[config.mk]
export PLATFORM = sky130hd
export DESIGN_NAME = shoot_sequencer_flat
export DESIGN_NICKNAME = d
export VERILOG_FILES = /design/src/rtl/shoot_sequencer_if.sv /design/src/rtl/shoot_sequencer.sv /design/src/flat_wrapper.sv
export SDC_FILE = /design/constraint.sdc
export NUM_CORES = 1
export LEC_CHECK = 0
export BUFFER_PORTS_ARGS = -buffer_cell sky130_fd_sc_hd__buf_2
export CORE_ASPECT_RATIO = 0.8
export CORE_MARGIN = 2
export CORE_UTILIZATION = 35
export CTS_BUF_LIST = sky130_fd_sc_hd__clkbuf_4
export DETAILED_ROUTE_END_ITERATION = 6
export PLACE_DENSITY = 0.5
export REMOVE_ABC_BUFFERS = 1
export SYNTH_ARGS = -nofsm -noshare
export SYNTH_HDL_FRONTEND = slang
export SYNTH_SLANG_ARGS = --single-unit
[constraint.sdc]
create_clock -name clk -period 2.74 [get_ports clk]
set_input_delay 0.274 -clock clk [delete_from_list [all_inputs] [get_ports clk]]
set_output_delay 0.274 -clock clk [all_outputs]
set_load 0.05 [all_outputs]
[src/rtl/shoot_sequencer_if.sv]
// Avalon-MM register port of the kicker sequencer: the CPU side is the master,
// shoot_sequencer is the slave.
interface shoot_sequencer_if;
  logic [1:0]  address;
  logic        write;
  logic [15:0] writedata;
  logic [15:0] readdata;

  modport master (output address, output write, output writedata, input readdata);
  modport slave  (input address, input write, input writedata, output readdata);
endinterface

[src/rtl/shoot_sequencer.sv]
// Kicker sequencer: arm, wait for ball, fire flat/chip solenoid, cooldown.
// Optional feature: define SHOOT_SEQ_IRQ_EN to add the irq output and its status bit.
module shoot_sequencer #(
  parameter int CLK_DIV = 50,
  parameter int CNT_W   = 16
) (
  input  logic             clk,
  input  logic             reset,
  shoot_sequencer_if.slave bus,
  input  logic             shoot_off,
  input  logic             ball_detect,
  output logic             flat_kick,
  output logic             chip_kick,
`ifdef SHOOT_SEQ_IRQ_EN
  output logic             irq,
`endif
  output logic             busy
);

  localparam int PW = $clog2(CLK_DIV);

  typedef enum logic [1:0] {
    IDLE  = 2'd0,
    ARMED = 2'd1,
    FIRE  = 2'd2,
    COOL  = 2'd3
  } state_t;

  state_t           state_q, state_d;
  logic             mode_q, mode_d;
  logic [CNT_W-1:0] cnt_q, cnt_d;
  logic [PW-1:0]    presc_q, presc_d;
  logic [CNT_W-1:0] pulse_q, pulse_d;
  logic [CNT_W-1:0] cool_q, cool_d;
  logic [7:0]       shot_cnt_q, shot_cnt_d;
  logic             fault_q, fault_d;
  logic             flat_q, flat_d;
  logic             chip_q, chip_d;
  logic [15:0]      readdata_q, readdata_d;
  logic             ball_meta_q, ball_meta_d;
  logic             ball_s_q, ball_s_d;
  logic             inh_meta_q, inh_meta_d;
  logic             inh_s_q, inh_s_d;
  logic             irq_q, irq_d;
  logic             irq_rd;

  logic wr_ctrl, wr_pulse, wr_cool, wr_clr;
  logic arm_req, abort_req;
  logic tick, enter_timed;
  logic fault_set, fire_exit;

  assign wr_ctrl   = bus.write && (bus.address == 2'd0);
  assign wr_pulse  = bus.write && (bus.address == 2'd1);
  assign wr_cool   = bus.write && (bus.address == 2'd2);
  assign wr_clr    = bus.write && (bus.address == 2'd3);
  // Abort beats arm when both bits arrive in the same write.
  assign abort_req = wr_ctrl && bus.writedata[2];
  assign arm_req   = wr_ctrl && bus.writedata[0] && !bus.writedata[2];

  assign tick = (presc_q == PW'(CLK_DIV - 1));

  always_comb begin
    ball_meta_d = ball_detect;
    ball_s_d    = ball_meta_q;
    inh_meta_d  = shoot_off;
    inh_s_d     = inh_meta_q;
  end

  always_comb begin
    state_d    = state_q;
    mode_d     = mode_q;
    cnt_d      = cnt_q;
    shot_cnt_d = shot_cnt_q;
    fault_set  = 1'b0;
    fire_exit  = 1'b0;
    case (state_q)
      IDLE: begin
        if (arm_req && (pulse_q != '0)) begin
          state_d = ARMED;
          mode_d  = bus.writedata[1];
        end
      end
      ARMED: begin
        if (abort_req) begin
          state_d = IDLE;
        end else if (ball_s_q && !inh_s_q) begin
          state_d = FIRE;
          cnt_d   = pulse_q;
        end
      end
      FIRE: begin
        // Inhibit has top priority so a kick never continues under shoot_off.
        if (inh_s_q) begin
          state_d   = COOL;
          cnt_d     = cool_q;
          fault_set = 1'b1;
          fire_exit = 1'b1;
        end else if (abort_req) begin
          state_d   = COOL;
          cnt_d     = cool_q;
          fire_exit = 1'b1;
        end else if (tick) begin
          if (cnt_q <= CNT_W'(1)) begin
            state_d    = COOL;
            cnt_d      = cool_q;
            shot_cnt_d = shot_cnt_q + 8'd1;
            fire_exit  = 1'b1;
          end else begin
            cnt_d = cnt_q - CNT_W'(1);
          end
        end
      end
      COOL: begin
        if (cnt_q == '0) begin
          state_d = IDLE;
        end else if (tick) begin
          cnt_d = cnt_q - CNT_W'(1);
          if (cnt_q == CNT_W'(1)) begin
            state_d = IDLE;
          end
        end
      end
      default: state_d = IDLE;
    endcase
  end

  // The prescaler restarts on entry to a timed state so widths are exact multiples.
  always_comb begin
    enter_timed = (state_d != state_q) && ((state_d == FIRE) || (state_d == COOL));
    if (enter_timed || tick) begin
      presc_d = '0;
    end else begin
      presc_d = presc_q + PW'(1);
    end
  end

  always_comb begin
    pulse_d = wr_pulse ? CNT_W'(bus.writedata) : pulse_q;
    cool_d  = wr_cool  ? CNT_W'(bus.writedata) : cool_q;
    fault_d = fault_q;
    if (wr_clr) begin
      fault_d = 1'b0;
    end
    if (fault_set) begin
      fault_d = 1'b1;
    end
    irq_d = irq_q;
    if (wr_clr) begin
      irq_d = 1'b0;
    end
    if (fire_exit) begin
      irq_d = 1'b1;
    end
    flat_d = (state_d == FIRE) && !mode_d;
    chip_d = (state_d == FIRE) && mode_d;
  end

`ifdef SHOOT_SEQ_IRQ_EN
  assign irq_rd = irq_q;
  assign irq    = irq_q;
`else
  assign irq_rd = 1'b0;
`endif

  always_comb begin
    readdata_d = '0;
    case (bus.address)
      2'd0:    readdata_d = {10'd0, irq_rd, fault_q, inh_s_q, ball_s_q, state_q};
      2'd1:    readdata_d = 16'(pulse_q);
      2'd2:    readdata_d = 16'(cool_q);
      default: readdata_d = {8'd0, shot_cnt_q};
    endcase
  end

  always_ff @(posedge clk) begin
    if (reset) begin
      state_q     <= IDLE;
      mode_q      <= 1'b0;
      cnt_q       <= '0;
      presc_q     <= '0;
      pulse_q     <= '0;
      cool_q      <= '0;
      shot_cnt_q  <= '0;
      fault_q     <= 1'b0;
      flat_q      <= 1'b0;
      chip_q      <= 1'b0;
      readdata_q  <= '0;
      ball_meta_q <= 1'b0;
      ball_s_q    <= 1'b0;
      inh_meta_q  <= 1'b0;
      inh_s_q     <= 1'b0;
      irq_q       <= 1'b0;
    end else begin
      state_q     <= state_d;
      mode_q      <= mode_d;
      cnt_q       <= cnt_d;
      presc_q     <= presc_d;
      pulse_q     <= pulse_d;
      cool_q      <= cool_d;
      shot_cnt_q  <= shot_cnt_d;
      fault_q     <= fault_d;
      flat_q      <= flat_d;
      chip_q      <= chip_d;
      readdata_q  <= readdata_d;
      ball_meta_q <= ball_meta_d;
      ball_s_q    <= ball_s_d;
      inh_meta_q  <= inh_meta_d;
      inh_s_q     <= inh_s_d;
      irq_q       <= irq_d;
    end
  end

  assign flat_kick    = flat_q;
  assign chip_kick    = chip_q;
  assign busy         = (state_q != IDLE);
  assign bus.readdata = readdata_q;

endmodule

[src/flat_wrapper.sv]
// flat-port wrapper written by rule: the top's interface ports become plain ports
module shoot_sequencer_flat 
#(
  parameter int CLK_DIV = 50,
  parameter int CNT_W   = 16
)
  (clk, reset, shoot_off, ball_detect, flat_kick, chip_kick, busy, bus_address, bus_write, bus_writedata, bus_readdata);
  shoot_sequencer_if bus_i ();
  input  logic clk;
  input  logic reset;
  input  logic shoot_off;
  input  logic ball_detect;
  output logic flat_kick;
  output logic chip_kick;
  output logic busy;
  input wire logic [$bits(bus_i.address)-1:0] bus_address;
  input wire logic [$bits(bus_i.write)-1:0] bus_write;
  input wire logic [$bits(bus_i.writedata)-1:0] bus_writedata;
  output wire logic [$bits(bus_i.readdata)-1:0] bus_readdata;
  assign bus_i.address = bus_address;
  assign bus_i.write = bus_write;
  assign bus_i.writedata = bus_writedata;
  assign bus_readdata = bus_i.readdata;
  shoot_sequencer #(.CLK_DIV(CLK_DIV), .CNT_W(CNT_W)) u_core (.clk(clk), .reset(reset), .bus(bus_i), .shoot_off(shoot_off), .ball_detect(ball_detect), .flat_kick(flat_kick), .chip_kick(chip_kick), .busy(busy));
endmodule
==> flow_summary_export.csv, run 1 <==
group,metric,value,unit
status,status,"complete, no violations",
worst_setup_path,crit_path_start_kind,"register",
worst_hold_path,worst_hold_path_type,"input port to register",
route,ant_nets,0,
synthesis,synthTopCellsByArea,"dfxtp_1, nand2_1, a21oi_1",
power,seqPwrFrac,61.7,%
worst_setup_path,slowest_delay,510,ps
synthesis,syn_inst,463,
cts,clk_latency,460,ps
power,ir_drop,0.2800,mV
finish,layout-drive-gt1-share,19.48,%
synthesis,synth_top_area_cell,"dfxtp_1",
power,netSwitchingPower,0.5977,mW
timing,rsz0062_at_grt,"false",
die,ios,42,
route,drtPass1Iterations,7,
finish,diodes,0,
power,p_per_area,473.6,nW/um2
worst_setup_path,cpLargestDelayFamily,"simple AND/OR/NAND/NOR gates",
timing,setup_ws,341.1,ps
synthesis,yosysWarnings,0,
synthesis,avgSynthCellArea,8.812,um2
cts,cts_buffers,9,
die,start_util,35.70,%
route,vias,3645,
worst_setup_path,worstSetupEndpointType,"register",
timing,whs,19.41,ps
global_routing,grt_pass1_vias,3326,
run,max_cap_violations,0,
timing,worst_slew_pin_slew,705.0,ps
cts,clk_path_buf_depth,2,
timing,finalCritPeriodShare,87.55,%
die,std_cell_rows,35,
timing,finalSetupTns,0,ps
synthesis,synth_most_common_cell,"dfxtp_1",
cts,clk_pin_slew,150,ps
global_routing,grt_pass1_wl,18440,um
global_routing,antenna_found_initial,0,
route,wirelength,11730,um
power,swShare,27.71,%
synthesis,yosys.cell_types.count,67,
worst_setup_path,criticalPathCategory,"register to register",
synthesis,syn_area,4080,um2
synthesis,ys_seq_elements,88,
placed_design,dpl.hpwl,8114,um
worst_setup_path,slowest_stage,"a31oi_4",
die,die_h,100.6,um
timing,period_needed,2399,ps
cts,cts.sinks,88,
synthesis,synth_ff_type,"dfxtp_1",
timing,fmax,416.8,MHz
global_routing,overflow,0,
route,drc,0,
cts,htreeDepth,3,
cts,post_cts_buffers,0,
route,via_per_inst,5.599,
timing,finalHoldViolations,0,
power,power.leakage,1.716,nW
timing,fin_skew,22.71,ps
die,die-area,12540,um2
worst_setup_path,cp.required,3090,ps
placed_design,port_buffers,41,
synthesis,ys_seq_area_share,43.18,%
power,p_comb_share,8.0,%
timing,slew_violations,0,
synthesis,synth-edff-count,0,
die,core-area,11430,um2
die,die_w,124.7,um
cts,cts_root_buf,"clkbuf_4",
route,drtIter0Drc,243,
synthesis,netlist_top_cells_count,"dfxtp_1, nand2_1, a21oi_1",
cts,cts_tree,"done",
finish,area_growth,11.65,%
worst_setup_path,crit_fanout,15,
placed_design,place_congestion,0.8705,
worst_setup_path,critical_path.cell_chain,"nor3_1 > and4b_2 > nand4_2 > a31oi_4 > nor2_1 > a32o_2",
worst_setup_path,worst-path-buf-inv,0,
finish,nNetsFinal,528,
placed_design,dp_slack,234.8,ps
global_routing,grt_max_degree,42,
timing,relSlewSlack,53.00,%
synthesis,netlist.area_leader.share,43.18,%
power,p_int,1.560,mW
route,post_drt_wl_per_cell,18.02,um
timing,setup_violations,0,
global_routing,grtUsageTotal,18.69,%
synthesis,synth-async-reset-ratio,0,%
power,p_clk_share,30.3,%
worst_setup_path,crit_arrival,2750,ps
[layout by cell type (no fill, tap or decap), types with 5 or more instances in the layout]
cell / netlist / layout
a21oi_1: 43 / 43
a22oi_1: 19 / 19
a32o_1: 5 / 5
and2_1: 9 / 9
buf_2: 1 / 41
buf_4: 1 / 12
clkbuf_4: 0 / 10
dfxtp_1: 88 / 88
ha_1: 6 / 6
inv_1: 9 / 9
mux4_2: 5 / 5
nand2_1: 77 / 77
nand3_1: 7 / 7
nand4_1: 6 / 6
nor2_1: 38 / 38
nor2b_1: 8 / 8
nor3_1: 5 / 5
nor4_1: 8 / 8
o21ai_0: 8 / 8
o21ai_1: 8 / 7
xnor2_1: 6 / 6
xor2_1: 5 / 5
[final cells by class]
class | count | area (um2)
well taps | 148 | 185.2
repair buffers | 53 | 295.3
clock buffers | 10 | 75.07
inverters | 11 | 41.29
clock inverters | 5 | 33.78
flip-flops and latches | 88 | 1762
fillers | 1180 | 6874
multi-input cells | 336 | 2163
[final timing paths]
kind | from | depth (start not counted) | to | slack, ps
setup reg to reg | u_core.cnt_q[6] | 6 | u_core.cnt_q[13] | 340
hold reg to reg | u_core.inh_meta_q | 1 | u_core.inh_s_q | 450
setup / recovery | u_core.cnt_q[6] | 6 | u_core.cnt_q[13] | 340
hold / removal | ball_detect | 2 | u_core.ball_meta_q | 20
[power groups by stage]
| stage | sequential (mW) | clock [mW] | combinational (mW) |
|---|---|---|---|
| after floorplan | 1.36 | 0 | 0.0778 |
| after global placement | 1.36 | 0 | 0.171 |
| after detailed placement | 1.36 | 0 | 0.172 |
| after CTS | 1.33 | 0.675 | 0.172 |
| after global routing | 1.34 | 0.726 | 0.189 |
| final | 1.33 | 0.654 | 0.173 |
[state kept, by name, summed over array words and instances (netlist names)]
name,cells
u_core.shot_cnt_q,8
u_core.mode_q,1
u_core.ball_meta_q,1
u_core.state_q,2
u_core.presc_q,6
u_core.cool_q,16
u_core.fault_q,1
u_core.chip_kick,1
u_core.inh_s_q,1
u_core.bus.readdata,16
u_core.flat_kick,1
u_core.inh_meta_q,1
u_core.ball_s_q,1
u_core.pulse_q,16
u_core.cnt_q,16
[kinds of logic after synthesis]
| kind of cell | count (synthesis) | synth area share [%] |
|---|---|---|
| flip-flops | 88 | 43.18 |
| AND/OR/NAND/NOR | 184 | 22.63 |
| multiplexers | 10 | 4.079 |
| AO/OA/AOI/OAI | 125 | 22.02 |
| XOR/XNOR | 11 | 2.361 |
| buffers and inverters | 39 | 3.894 |
| adder cells (fa/ha/maj) | 6 | 1.840 |
[metrics by stage]
| step | util, % | cells | power [mW] | area [um2] |
|---|---|---|---|---|
| 2_1_floorplan | - | 435 | 1.439 | 3963 |
| 3_3_place_gp | 38.87 | 636 | 1.529 | 4443 |
| 3_5_place_dp | 38.87 | 636 | 1.530 | 4443 |
| 4_1_cts | 39.82 | 651 | 2.178 | 4552 |
| 5_1_grt | 39.86 | 651 | 2.250 | 4556 |
| 6_report | 39.86 | 651 | 2.157 | 4556 |
[layer usage]
metal  GRT usage [%]  vias to the layer above  routed length [um]
met5               0                        -                   0
met4           5.359                        0                 163
met3           4.565                       13                 767
met2           26.78                      125                4956
met1           27.72                     1745                5845
li1                -                     1762                   -
[repair_timing]
item | in CTS | in global routing
endpoints found under the setup margin | 0 | 1
resized for setup | 0 | 1
hold buffers | 0 | 0
Power figures use the tool's default switching activity.
==> run 2: changes to the inputs <==
==> constraint.sdc (replaced) <==
create_clock -name clk -period 2.74 [get_ports clk]
set_input_delay 0.137 -clock clk [delete_from_list [all_inputs] [get_ports clk]]
set_output_delay 0.137 -clock clk [all_outputs]
set_load 0.05 [all_outputs]
==> flow_summary_export.csv, run 2 (synthesis results as in run 1) <==
group,metric,value,unit
timing,fin_skew,28.48,ps
status,status,"complete, no violations",
worst_hold_path,worst_hold_path_type,"input port to register",
power,p_clk_share,32.6,%
cts,clk_latency,480,ps
timing,period_needed,2427,ps
power,p_int,1.597,mW
cts,post_cts_buffers,0,
timing,finalSetupTns,0,ps
route,post_drt_wl_per_cell,17.49,um
timing,finalCritPeriodShare,88.58,%
die,die_w,124.7,um
placed_design,place_congestion,0.9025,
cts,cts_root_buf,"clkbuf_4",
finish,diodes,0,
cts,clk_pin_slew,170,ps
cts,cts_tree,"done",
worst_setup_path,cp.required,3100,ps
placed_design,dpl.hpwl,8196,um
die,ios,42,
route,drtPass1Iterations,5,
global_routing,grtUsageTotal,19.25,%
cts,cts.sinks,88,
global_routing,grt_pass1_wl,18970,um
cts,cts_resized,0,
power,netSwitchingPower,0.6634,mW
worst_setup_path,crit_path_start_kind,"register",
cts,clk_path_buf_depth,2,
global_routing,grt_pass1_vias,3463,
power,ir_drop,0.2464,mV
die,die_h,100.6,um
global_routing,antenna_found_initial,0,
timing,setup_violations,0,
die,die-area,12540,um2
timing,worst_slew_pin_slew,723.7,ps
finish,layout-drive-gt1-share,18.77,%
route,drc,0,
worst_setup_path,cpLargestDelayFamily,"simple AND/OR/NAND/NOR gates",
timing,finalHoldViolations,0,
global_routing,grt_max_degree,44,
timing,rsz0062_at_grt,"false",
finish,stdcell_count,670,
die,std_cell_rows,35,
power,p_comb_share,8.5,%
global_routing,overflow,0,
timing,slew_violations,0,
power,swShare,29.35,%
finish,area_growth,16.74,%
worst_setup_path,critical_path.cell_chain,"nor3_1 > and4b_2 > nand4_2 > a31oi_4 > nor2_1 > a32o_2",
worst_setup_path,worstSetupEndpointType,"register",
route,vias,3644,
placed_design,place_inst,636,
die,start_util,35.70,%
worst_setup_path,slowest_delay,490,ps
finish,final_cell_mix,"dfxtp_1, nand2_1, a21oi_1",
power,seqPwrFrac,59.0,%
worst_setup_path,slowest_stage,"a31oi_4",
worst_setup_path,worst-path-buf-inv,0,
worst_setup_path,crit_fanout,15,
cts,cts_buffers,9,
power,power.leakage,1.798,nW
worst_setup_path,crit_arrival,2790,ps
finish,final_common_cell,"dfxtp_1",
worst_setup_path,criticalPathCategory,"register to register",
cts,htreeDepth,3,
cts,ctsHoldBuffers,18,
route,wirelength,11720,um
timing,fmax,412.0,MHz
die,core-area,11430,um2
placed_design,port_buffers,41,
route,via_per_inst,5.439,
route,drtIter0Drc,184,
run,max_cap_violations,0,
power,p_per_area,474.6,nW/um2
route,ant_nets,0,
timing,relSlewSlack,51.75,%
finish,nNetsFinal,546,
[run 2: final cells by class]
class,instances,area [um2]
Sequential cell,88,1762
Timing Repair Buffer,71,475.5
Tap cell,148,185.2
Fill cell,1150,6666
Multi-Input combinational cell,336,2160
Clock inverter,7,72.57
Inverter,11,41.29
Clock buffer,9,67.56
[run 2: worst reg2reg max path, cell delays in order, from the launching register on]
cell and delay (ps):
dfxtp_1 400, nor3_1 390, and4b_2 370, nand4_2 150
a31oi_4 490, nor2_1 230, a32o_2 290
[run 2: per-layer routing]
metal	share of wire, %	vias up	routed length [um]	track usage, %
li1	-	1797	-	-
met1	50	1739	5880	28.35
met2	43	97	5047	28.25
met3	5.6	11	660	3.715
met4	1.1	0	131	6.309
met5	0	-	0	0
[run 2: metrics by stage]
step                setup slack [ps]  power, mW  util (%)  hold WS (ps)  instance area (um2)
global placement               434.6      1.530     38.87         347.4                 4443
detailed placement             378.7      1.531     38.87         351.1                 4443
finish                         312.8      2.261     41.67         70.18                 4763
CTS                            325.6      2.288     41.67         51.12                 4763
global route                   128.5      2.360     41.67         114.2                 4763
floorplan                      653.9      1.439         -         201.6                 3963
[run 2: final timing paths]
check                           slack (ps)               end               from  cells past startpoint
worst min-delay path                    70    u_core.fault_q          bus_write                      4
worst max register to register         310  u_core.cnt_q[13]    u_core.cnt_q[6]                      6
worst min register to register         460    u_core.inh_s_q  u_core.inh_meta_q                      1
worst max-delay path                   310  u_core.cnt_q[13]    u_core.cnt_q[6]                      6
[run 2: power by group through the flow]
| stage | clock (mW) | combinational, mW | sequential [mW] |
|---|---|---|---|
| after floorplan | 0 | 0.0778 | 1.36 |
| after global placement | 0 | 0.171 | 1.36 |
| after detailed placement | 0 | 0.171 | 1.36 |
| after CTS | 0.764 | 0.191 | 1.33 |
| after global routing | 0.812 | 0.211 | 1.34 |
| final | 0.737 | 0.191 | 1.33 |
